--- config.mk ---
export PLATFORM = sky130hd
export DESIGN_NAME = image_conv_scheduler
export DESIGN_NICKNAME = d
export VERILOG_FILES = /design/src/rtl/image_conv_pkg.sv /design/src/rtl/rr_arbiter.sv /design/src/rtl/image_conv_scheduler.sv
export SDC_FILE = /design/constraint.sdc
export NUM_CORES = 1
export LEC_CHECK = 0
export CORE_ASPECT_RATIO = 1.5
export CORE_MARGIN = 8
export CORE_UTILIZATION = 44
export DETAILED_ROUTE_END_ITERATION = 10
export GPL_TIMING_DRIVEN = 0
export PLACE_DENSITY = 0.8
export SYNTH_ARGS = -nofsm -noshare
export SYNTH_HDL_FRONTEND = slang
export SYNTH_SLANG_ARGS = --single-unit
--- constraint.sdc ---
create_clock -name clk -period 1.97 [get_ports clk]
set_clock_uncertainty 0.15 [all_clocks]
set_input_delay 0.394 -clock clk [delete_from_list [all_inputs] [get_ports clk]]
set_output_delay 0.394 -clock clk [all_outputs]
set_load 0.01 [all_outputs]
--- src/rtl/image_conv_pkg.sv ---
// Shared types and frame geometry for the halftone image converter,
// its scheduler and the bench.
package image_conv_pkg;

    localparam int ROWS    = 6;
    localparam int ROW_W   = 8;
    localparam int FRAME_W = ROWS * ROW_W;

    typedef enum logic [2:0] {
        IDLE    = 3'd0,
        CLEAR   = 3'd1,
        START   = 3'd2,
        BUSY    = 3'd3,
        RESPOND = 3'd4,
        ABORT   = 3'd5
    } conv_state_e;

    // Index width that stays legal when there is only one slot.
    function automatic int idx_width(input int n);
        return (n > 1) ? $clog2(n) : 1;
    endfunction

endpackage

--- src/rtl/rr_arbiter.sv ---
// Round-robin pick: first set request at or after rr_ptr, wrapping to the
// lowest set request when nothing at or above the pointer is pending.
module rr_arbiter
    import image_conv_pkg::*;
#(
    parameter int N_REQ = 2,
    parameter int PTR_W = idx_width(N_REQ)
) (
    input  logic [N_REQ-1:0] req,
    input  logic [PTR_W-1:0] rr_ptr,
    output logic [N_REQ-1:0] pick,
    output logic [PTR_W-1:0] pick_idx,
    output logic             pick_vld
);

    logic [PTR_W-1:0] w_hi_idx;
    logic [PTR_W-1:0] w_any_idx;
    logic             w_hi_vld;

    // NOTE: every output and temporary gets a default first, so no path
    // through this block leaves a value unassigned and no latch is inferred.
    always_comb begin
        w_hi_idx  = '0;
        w_any_idx = '0;
        w_hi_vld  = 1'b0;
        pick_vld  = 1'b0;
        // Walk downward so the last hit is the lowest index in each class.
        for (int i = N_REQ - 1; i >= 0; i--) begin
            if (req[i]) begin
                pick_vld  = 1'b1;
                w_any_idx = PTR_W'(i);
                if (PTR_W'(i) >= rr_ptr) begin
                    w_hi_vld = 1'b1;
                    w_hi_idx = PTR_W'(i);
                end
            end
        end
        pick_idx = w_hi_vld ? w_hi_idx : w_any_idx;
        pick     = pick_vld ? (N_REQ'(1) << pick_idx) : '0;
    end

endmodule

--- src/rtl/image_conv_scheduler.sv ---
// Time-shares one halftone converter between N_REQ frame sources:
// clear, go, wait for done (with timeout), capture the frame, ack the owner.
module image_conv_scheduler
    import image_conv_pkg::*;
#(
    parameter int N_REQ      = 2,
    parameter int CLR_CYCLES = 2,
    parameter int TIMEOUT    = 255,
    parameter int TO_W       = 8
) (
    input  logic               clk,
    input  logic               reset,
    input  logic [N_REQ-1:0]   req,
    output logic [N_REQ-1:0]   grant,
    output logic [N_REQ-1:0]   ack,
    output logic               err,
    output logic [FRAME_W-1:0] htpv_frame,
    output logic               busy,
    output logic               conv_clr,
    output logic               conv_go,
    input  logic               conv_done,
    input  logic [FRAME_W-1:0] conv_htpv
);

    localparam int PTR_W = idx_width(N_REQ);
    localparam int CLR_W = idx_width(CLR_CYCLES);

    localparam logic [CLR_W-1:0] CLR_LAST  = CLR_W'(CLR_CYCLES - 1);
    localparam logic [TO_W-1:0]  TO_LAST   = TO_W'(TIMEOUT - 1);
    localparam logic [PTR_W-1:0] OWNER_TOP = PTR_W'(N_REQ - 1);

    conv_state_e        r_state;
    logic [PTR_W-1:0]   r_rr_ptr;
    logic [PTR_W-1:0]   r_owner;
    logic [CLR_W-1:0]   r_clr_cnt;
    logic [TO_W-1:0]    r_to_cnt;
    logic [N_REQ-1:0]   r_grant;
    logic [N_REQ-1:0]   r_ack;
    logic               r_err;
    logic [FRAME_W-1:0] r_frame;
    logic               r_busy;
    logic               r_conv_clr;
    logic               r_conv_go;

    logic [N_REQ-1:0]   w_pick;
    logic [PTR_W-1:0]   w_pick_idx;
    logic               w_pick_vld;
    logic               w_owner_req;
    logic               w_abort;
    logic [PTR_W-1:0]   w_next_ptr;

    rr_arbiter #(
        .N_REQ (N_REQ),
        .PTR_W (PTR_W)
    ) u_arb (
        .req      (req),
        .rr_ptr   (r_rr_ptr),
        .pick     (w_pick),
        .pick_idx (w_pick_idx),
        .pick_vld (w_pick_vld)
    );

    assign w_owner_req = req[r_owner];
    assign w_next_ptr  = (r_owner == OWNER_TOP) ? '0 : r_owner + PTR_W'(1);

    // The owner may withdraw any time before the result is in hand.
    assign w_abort = !w_owner_req &&
                     (r_state == CLEAR || r_state == START || r_state == BUSY);

    // NOTE: all state and output registers use non-blocking assignments, so
    // every decision below reads the values from before this clock edge.
    always_ff @(posedge clk or negedge reset) begin
        if (!reset) begin
            r_state    <= IDLE;
            r_rr_ptr   <= '0;
            r_owner    <= '0;
            r_clr_cnt  <= '0;
            r_to_cnt   <= '0;
            r_grant    <= '0;
            r_ack      <= '0;
            r_err      <= 1'b0;
            r_frame    <= '0;
            r_busy     <= 1'b0;
            r_conv_clr <= 1'b0;
            r_conv_go  <= 1'b0;
        end else begin
            r_ack <= '0;
            if (w_abort) begin
                r_state    <= ABORT;
                r_conv_clr <= 1'b1;
                r_conv_go  <= 1'b0;
                r_clr_cnt  <= '0;
            end else begin
                unique case (r_state)
                    IDLE: begin
                        if (w_pick_vld) begin
                            r_grant    <= w_pick;
                            r_owner    <= w_pick_idx;
                            r_clr_cnt  <= '0;
                            r_conv_clr <= 1'b1;
                            r_busy     <= 1'b1;
                            r_state    <= CLEAR;
                        end
                    end
                    CLEAR: begin
                        if (r_clr_cnt == CLR_LAST) begin
                            r_conv_clr <= 1'b0;
                            r_conv_go  <= 1'b1;
                            r_state    <= START;
                        end else begin
                            r_clr_cnt <= r_clr_cnt + CLR_W'(1);
                        end
                    end
                    START: begin
                        r_conv_go <= 1'b0;
                        r_to_cnt  <= '0;
                        r_state   <= BUSY;
                    end
                    BUSY: begin
                        // Done is checked first so it wins on the timeout cycle.
                        if (conv_done) begin
                            r_frame <= conv_htpv;
                            r_err   <= 1'b0;
                            r_ack   <= r_grant;
                            r_state <= RESPOND;
                        end else if (r_to_cnt == TO_LAST) begin
                            r_frame <= '0;
                            r_err   <= 1'b1;
                            r_ack   <= r_grant;
                            r_state <= RESPOND;
                        end else begin
                            r_to_cnt <= r_to_cnt + TO_W'(1);
                        end
                    end
                    RESPOND: begin
                        r_err    <= 1'b0;
                        r_grant  <= '0;
                        r_rr_ptr <= w_next_ptr;
                        r_busy   <= 1'b0;
                        r_state  <= IDLE;
                    end
                    ABORT: begin
                        if (r_clr_cnt == CLR_LAST) begin
                            r_conv_clr <= 1'b0;
                            r_grant    <= '0;
                            r_rr_ptr   <= w_next_ptr;
                            r_busy     <= 1'b0;
                            r_state    <= IDLE;
                        end else begin
                            r_clr_cnt <= r_clr_cnt + CLR_W'(1);
                        end
                    end
                    default: begin
                        r_grant    <= '0;
                        r_busy     <= 1'b0;
                        r_conv_clr <= 1'b0;
                        r_conv_go  <= 1'b0;
                        r_state    <= IDLE;
                    end
                endcase
            end
        end
    end

    assign grant      = r_grant;
    assign ack        = r_ack;
    assign err        = r_err;
    assign htpv_frame = r_frame;
    assign busy       = r_busy;
    assign conv_clr   = r_conv_clr;
    assign conv_go    = r_conv_go;

endmodule
---- Word-level counts from Yosys, hierarchy flattened ----
Index checks and enable logic that the tools add are counted.
cells by class
  add/sub/neg operators ................... 3
  order comparisons ....................... 3
  eq/ne operators ......................... 18
  shifts and indexed selects .............. 1
  muxes and demuxes ....................... 49
  bitwise operators ....................... 2
  reduce and logical (&&, ||, !) cells .... 24
operators with widths
  operator                                       count
  two-way mux 48 bit                             2
  two-way mux 1 bit                              24
  two-way mux 3 bit                              6
  two-way mux 8 bit                              2
  one-hot mux 8 bit (2 select lines)             1
  one-hot mux 3 bit (5 select lines)             1
  AND reduction 3 bit                            5
  two-way mux 2 bit                              6
  AND reduction 4 bit                            3
  adder 8 x 1 -> 8 bit, second input constant    1
  == test 8 bit, second input constant           1
  one-hot mux 1 bit (2 select lines)             4
  nonzero test 2 bit                             4
  == test 3 x 2 -> 1 bit, second input constant  2
  == test 3 bit, second input constant           2
  != test 2 x 1 -> 1 bit, second input constant  3
  != test 2 bit, second input constant           3
  != test 3 x 2 -> 1 bit, second input constant  2
  != test 3 bit, second input constant           2
  one-hot mux 1 bit (3 select lines)             2
  one-hot mux 2 bit (3 select lines)             1
  OR reduction 3 bit                             2
  != test 4 x 3 -> 1 bit, second input constant  1
  AND reduction 2 bit                            2
  14 further kinds                               18
word-level totals
  flip-flop bits (word level) ............. 70
  input port bits ......................... 53

---- Longest topological paths before layout ----
  depth after elaboration ................. 9
  mapped depth ............................ 7

---- Modules after synthesis ----
A second synthesis with hierarchy kept.
unflattened totals
  cells, all modules ...................... 237
  area total of the unflattened synthesis .. 2909.0 um2
modules (own cells, without submodules)
  module                times used  cells each  area an instance (um2)  seq. area each (um2)
  image_conv_scheduler  1           232         2876.5                  1751.7
  rr_arbiter            1           5           32.5                    0.0

---- Worst setup path before layout ----
No wires, ideal clock.
  path kind ............................... register to register
  start ................................... register r_owner
  end ..................................... register r_conv_clr, in the netlist conv_clr
  library setup time ...................... 0.125 ns
  arrival ................................. 1.526 ns
  required time ........................... 1.695 ns
  path slack .............................. 0.169 ns
  stages on the path, launching flop included .. 6
  clock period less this slack ............ 1.801 ns
  cells stage by stage .................... dfrtp_1 mux2_4 buf_6 or2_1 o211ai_1 mux2_2
between the ends
  longest elaborated chain between the ends .. 6
  elaborated cells on any way between the ends .. 9
  classes of those cells .................. eq/ne: 3; mux: 3; reduce/logical: 3
ends and longest elaborated chain
  item                                                            line                         RTL
  from (decl)                                                     image_conv_scheduler.sv:34   logic [PTR_W-1:0] r_owner;
  from (signal assigned)                                          image_conv_scheduler.sv:98   r_owner <= w_pick_idx;
  two-way mux 1 bit (not written as such) (*) (2 in series)       image_conv_scheduler.sv:63   assign w_owner_req = req[r_owner];
  zero test 1 bit (*)                                             image_conv_scheduler.sv:67   assign w_abort = !w_owner_req &&
  logical AND 1 bit (*)                                           image_conv_scheduler.sv:67
  != test 3 x 1 -> 1 bit (no line), or another cell as far along  --
  AND reduction 3 bit (no line)                                   --
  to (signal assigned)                                            image_conv_scheduler.sv:84   r_conv_clr <= 1'b0;
  to (signal assigned)                                            image_conv_scheduler.sv:90   r_conv_clr <= 1'b1;
  to (signal assigned)                                            image_conv_scheduler.sv:100  r_conv_clr <= 1'b1;
  to (decl)                                                       image_conv_scheduler.sv:42   logic r_conv_clr;
Mark *: on every way between the ends. The rest lies on a longest branch, timed or not. The select of a mux whose other input is x is not followed.
A chain may end at the register's enable or synchronous reset.

---- Final worst setup path ----
Ends and elaborated chain as after synthesis.

==> flow_metrics.py <==
metrics = {
    "global_routing": {
        "globalRouteTotalUtil_pct": 17.91,
        "grt_pass1_wl_um": 12990,
        "grt_overflow": 0,
        "antenna_found_initial": 0,
        "grt_pass1_vias": 2522,
        "grt_max_degree": 71,
    },
    "synth": {
        "postSynthCellCount": 240,
        "synth_flop_cell": "dfrtp_1",
        "netlist_area_sq_um": 2900,
        "yosysTopAreaCell": "dfrtp_1",
        "yosysWarnings": 0,
        "synthMuxAreaShare_pct": 1.639,
        "ys_types": 43,
        "synthArstFlopShare_pct": 100.0,
        "synth_top_family_by_area": "compound AO/OA/AOI/OAI gates",
        "synth_nets": 295,
        "synth_xor_area_share_pct": 0,
        "synth-compound-area-share_pct": 23.99,
        "synth_simple_gate_area_share_pct": 9.620,
        "ys_seq_area_share_pct": 60.40,
        "synthTopCellsByCount": "dfrtp_1, a22o_1, o21ai_0",
        "syn_area_per_cell_sq_um": 12.08,
        "yosys-top-cells-area": "dfrtp_1, a22o_1, o21ai_0, buf_2, nand3_1",
        "synth.most_common_cell": "dfrtp_1",
        "synth_fa_ha_area_share_pct": 0.8628,
        "synth_edf_count": 0,
        "ys_ff_latch": 70,
        "synth_top_area_share_pct": 60.40,
    },
    "clocking": {
        "cts_tree": "done",
        "htree_levels": 3,
        "cts_root_buf": "clkbuf_8",
        "insertion_delay_ns": 0.34,
        "clockBufferDepth": 2,
        "cts_buffers": 9,
        "clock_sink_count": 70,
        "path_clk_slew_ns": 0.08,
        "hold_buffers": 0,
    },
    "detailed_routing": {
        "totalWireLength_um": 8374,
        "ant_nets": 0,
        "route.detailed.drc": 0,
        "avgViaCountPerCell": 5.532,
        "firstDrtPassIters": 4,
        "first_iter_violations": 101,
        "num_vias": 2445,
        "wl_per_cell_um": 18.95,
    },
    "place": {
        "globalplace.congestion": 0.8935,
        "hpwl_um": 6158,
        "placed_cells": 424,
        "port_buffers": 108,
    },
    "setup_path": {
        "start_kind": "flop",
        "crit_type": "flop to flop",
        "crit_start": "r_owner$_DFFE_PN0P_",
        "path_max_fanout": 10,
        "reg2reg_slack_ns": 0.05,
        "arrival_ns": 2.00,
        "ff2ff_path_depth": 5,
        "reg2reg_to": "conv_clr$_DFFE_PN0P_",
        "rr_startpoint": "r_owner$_DFFE_PN0P_",
        "cp-end-kind": "flop",
        "cp_data_required_time_ns": 2.05,
        "crit_end": "conv_clr$_DFFE_PN0P_",
    },
    "final_layout": {
        "final_cells": 442,
        "area_growth_pct": 50.35,
        "fill_cells": 504,
        "nNetsFinal": 416,
        "layout-drive-gt1-share_pct": 12.02,
        "diodes": 0,
    },
    "floorplan": {
        "core_area_sq_um": 6441,
        "io_pins": 109,
        "die_w_um": 82.29,
        "die_area_sq_um": 9499,
        "die_h_um": 115.4,
        "num_rows": 36,
        "start_util_pct": 45.03,
    },
    "timing": {
        "maxSlewHeadroom_pct": 42.84,
        "finalCritPeriodShare_pct": 97.60,
        "tightest_slew_ns": 0.8574,
        "holdWs_ns": 0.009525,
        "clock.fmax_mhz": 520.1,
        "finalSetupViolCount": 0,
        "drv_slew": 0,
        "finalHoldViolCount": 0,
        "fin_setup_tns_ns": 0,
        "period_needed_ns": 1.923,
    },
    "power_and_ir_drop": {
        "ir_drop_uv": 863.0,
        "p_per_area_nw_per_um2": 1531,
        "p_leak_nw": 1.933,
    },
    "hold_path": {
        "hp-class": "primary input to async pin",
    },
    "job": {
        "maxCapViolCount": 0,
    },
    "run_status": {
        "status": "finished, final reports clean",
    },
}
==> worst min path at each step <==
stage                                  to  slack (ns)  depth (start not counted)
2_1_floorplan            ack[0]$_DFF_PN0_       -0.05                          0
3_3_place_gp             busy$_DFFE_PN0P_        0.32                          2
3_5_place_dp              err$_DFFE_PN0P_        0.32                          1
4_1_cts               r_owner$_DFFE_PN0P_        0.04                          1
5_1_grt        htpv_frame[43]$_DFFE_PN0P_        0.08                          1
6_report       htpv_frame[43]$_DFFE_PN0P_        0.01                          1
==> layer usage <==
metal | vias to the layer above | wire length, um | global-route usage [%]
met2 | 68 | 4439 | 30.31
met5 | - | 0 | 0
li1 | 1148 | - | -
met3 | 9 | 480 | 4.115
met4 | 0 | 127 | 8.824
met1 | 1220 | 3327 | 20.31
==> flip-flops by register name, indices dropped and copies added, names as in the netlist <==
signal	flops
ack	2
busy	1
conv_clr	1
conv_go	1
err	1
grant	2
htpv_frame	48
r_clr_cnt	1
r_owner	1
r_rr_ptr	1
r_state	3
r_to_cnt	8
==> area by class of cell <==
type / instances / area [sq um] / area share (%)
clock inverters: 5 / 103.9 / 2.382
clock buffers: 11 / 151.4 / 3.472
inverters: 7 / 26.28 / 0.6026
flip-flops and latches: 70 / 1753 / 40.20
plain buffers: 15 / 77.57 / 1.779
multi-input cells: 148 / 1062 / 24.36
repair buffers: 110 / 1091 / 25.02
well taps: 76 / 95.09 / 2.181
==> repair_timing <==
item / CTS / global route
buffers inserted: 0 / 2
pin swaps: 0 / 0
gates cloned: 0 / 0
endpoints found under the setup margin: 27 / 54
resized for setup: 6 / 5
==> power breakdown <==
group | total, mW | internal (mW) | switching (mW)
logic | 2.79 | 1.63 | 1.17
registers | 2.42 | 2.04 | 0.385
clock network | 1.46 | 0.913 | 0.543
==> metrics by stage <==
step / setup WS [ns] / area (sq um) / total power, mW / util [%]
2_1_floorplan: 0.1690 / 2900 / 3.695 / -
3_3_place_gp: -1.956 / 4076 / 5.132 / 63.29
3_5_place_dp: -0.5104 / 4074 / 5.232 / 63.25
4_1_cts: 0.03266 / 4335 / 6.718 / 67.31
5_1_grt: -0.05120 / 4360 / 7.057 / 67.70
6_report: 0.04727 / 4360 / 6.675 / 67.70
==> critical path: stages (launching register included) <==
cell and delay (ns):
dfrtp_2 0.45, mux2_4 0.32, buf_6 0.15, or2_1 0.27, o211ai_1 0.12, mux2_2 0.35
==> logic make-up after synthesis <==
| group | after synthesis |
|---|---|
| buffers and inverters | 22 |
| DFF | 70 |
| AOI/OAI and AO/OA | 89 |
| and+or+nand+nor | 53 |
| adders and majority gates | 2 |
| muxes | 4 |
==> cells in the final DEF, fill, tap and decap left out, types with 2 or more instances in the layout <==
cell type | Yosys | final
o211ai_1 | 2 | 2
o2bb2ai_1 | 2 | 2
nand3b_1 | 2 | 2
dlygate4sd2_1 | 0 | 2
buf_4 | 0 | 3
a21oi_1 | 6 | 6
clkdlybuf4s50_1 | 0 | 105
bufinv_16 | 0 | 3
a22o_1 | 48 | 48
nand2_1 | 12 | 12
mux2_2 | 2 | 2
o41ai_1 | 3 | 3
o31ai_1 | 3 | 3
nand4_1 | 2 | 2
nand3_1 | 9 | 9
clkbuf_8 | 0 | 11
inv_1 | 7 | 7
nor2_1 | 10 | 9
o21ai_0 | 13 | 12
dfrtp_1 | 70 | 69
ha_1 | 2 | 2
nor2b_1 | 2 | 2
buf_2 | 9 | 9
clkbuf_1 | 5 | 3
and3_1 | 4 | 4
nor3_1 | 4 | 4
clkbuf_2 | 0 | 2
Note: power is estimated with default switching activity, not from simulation.
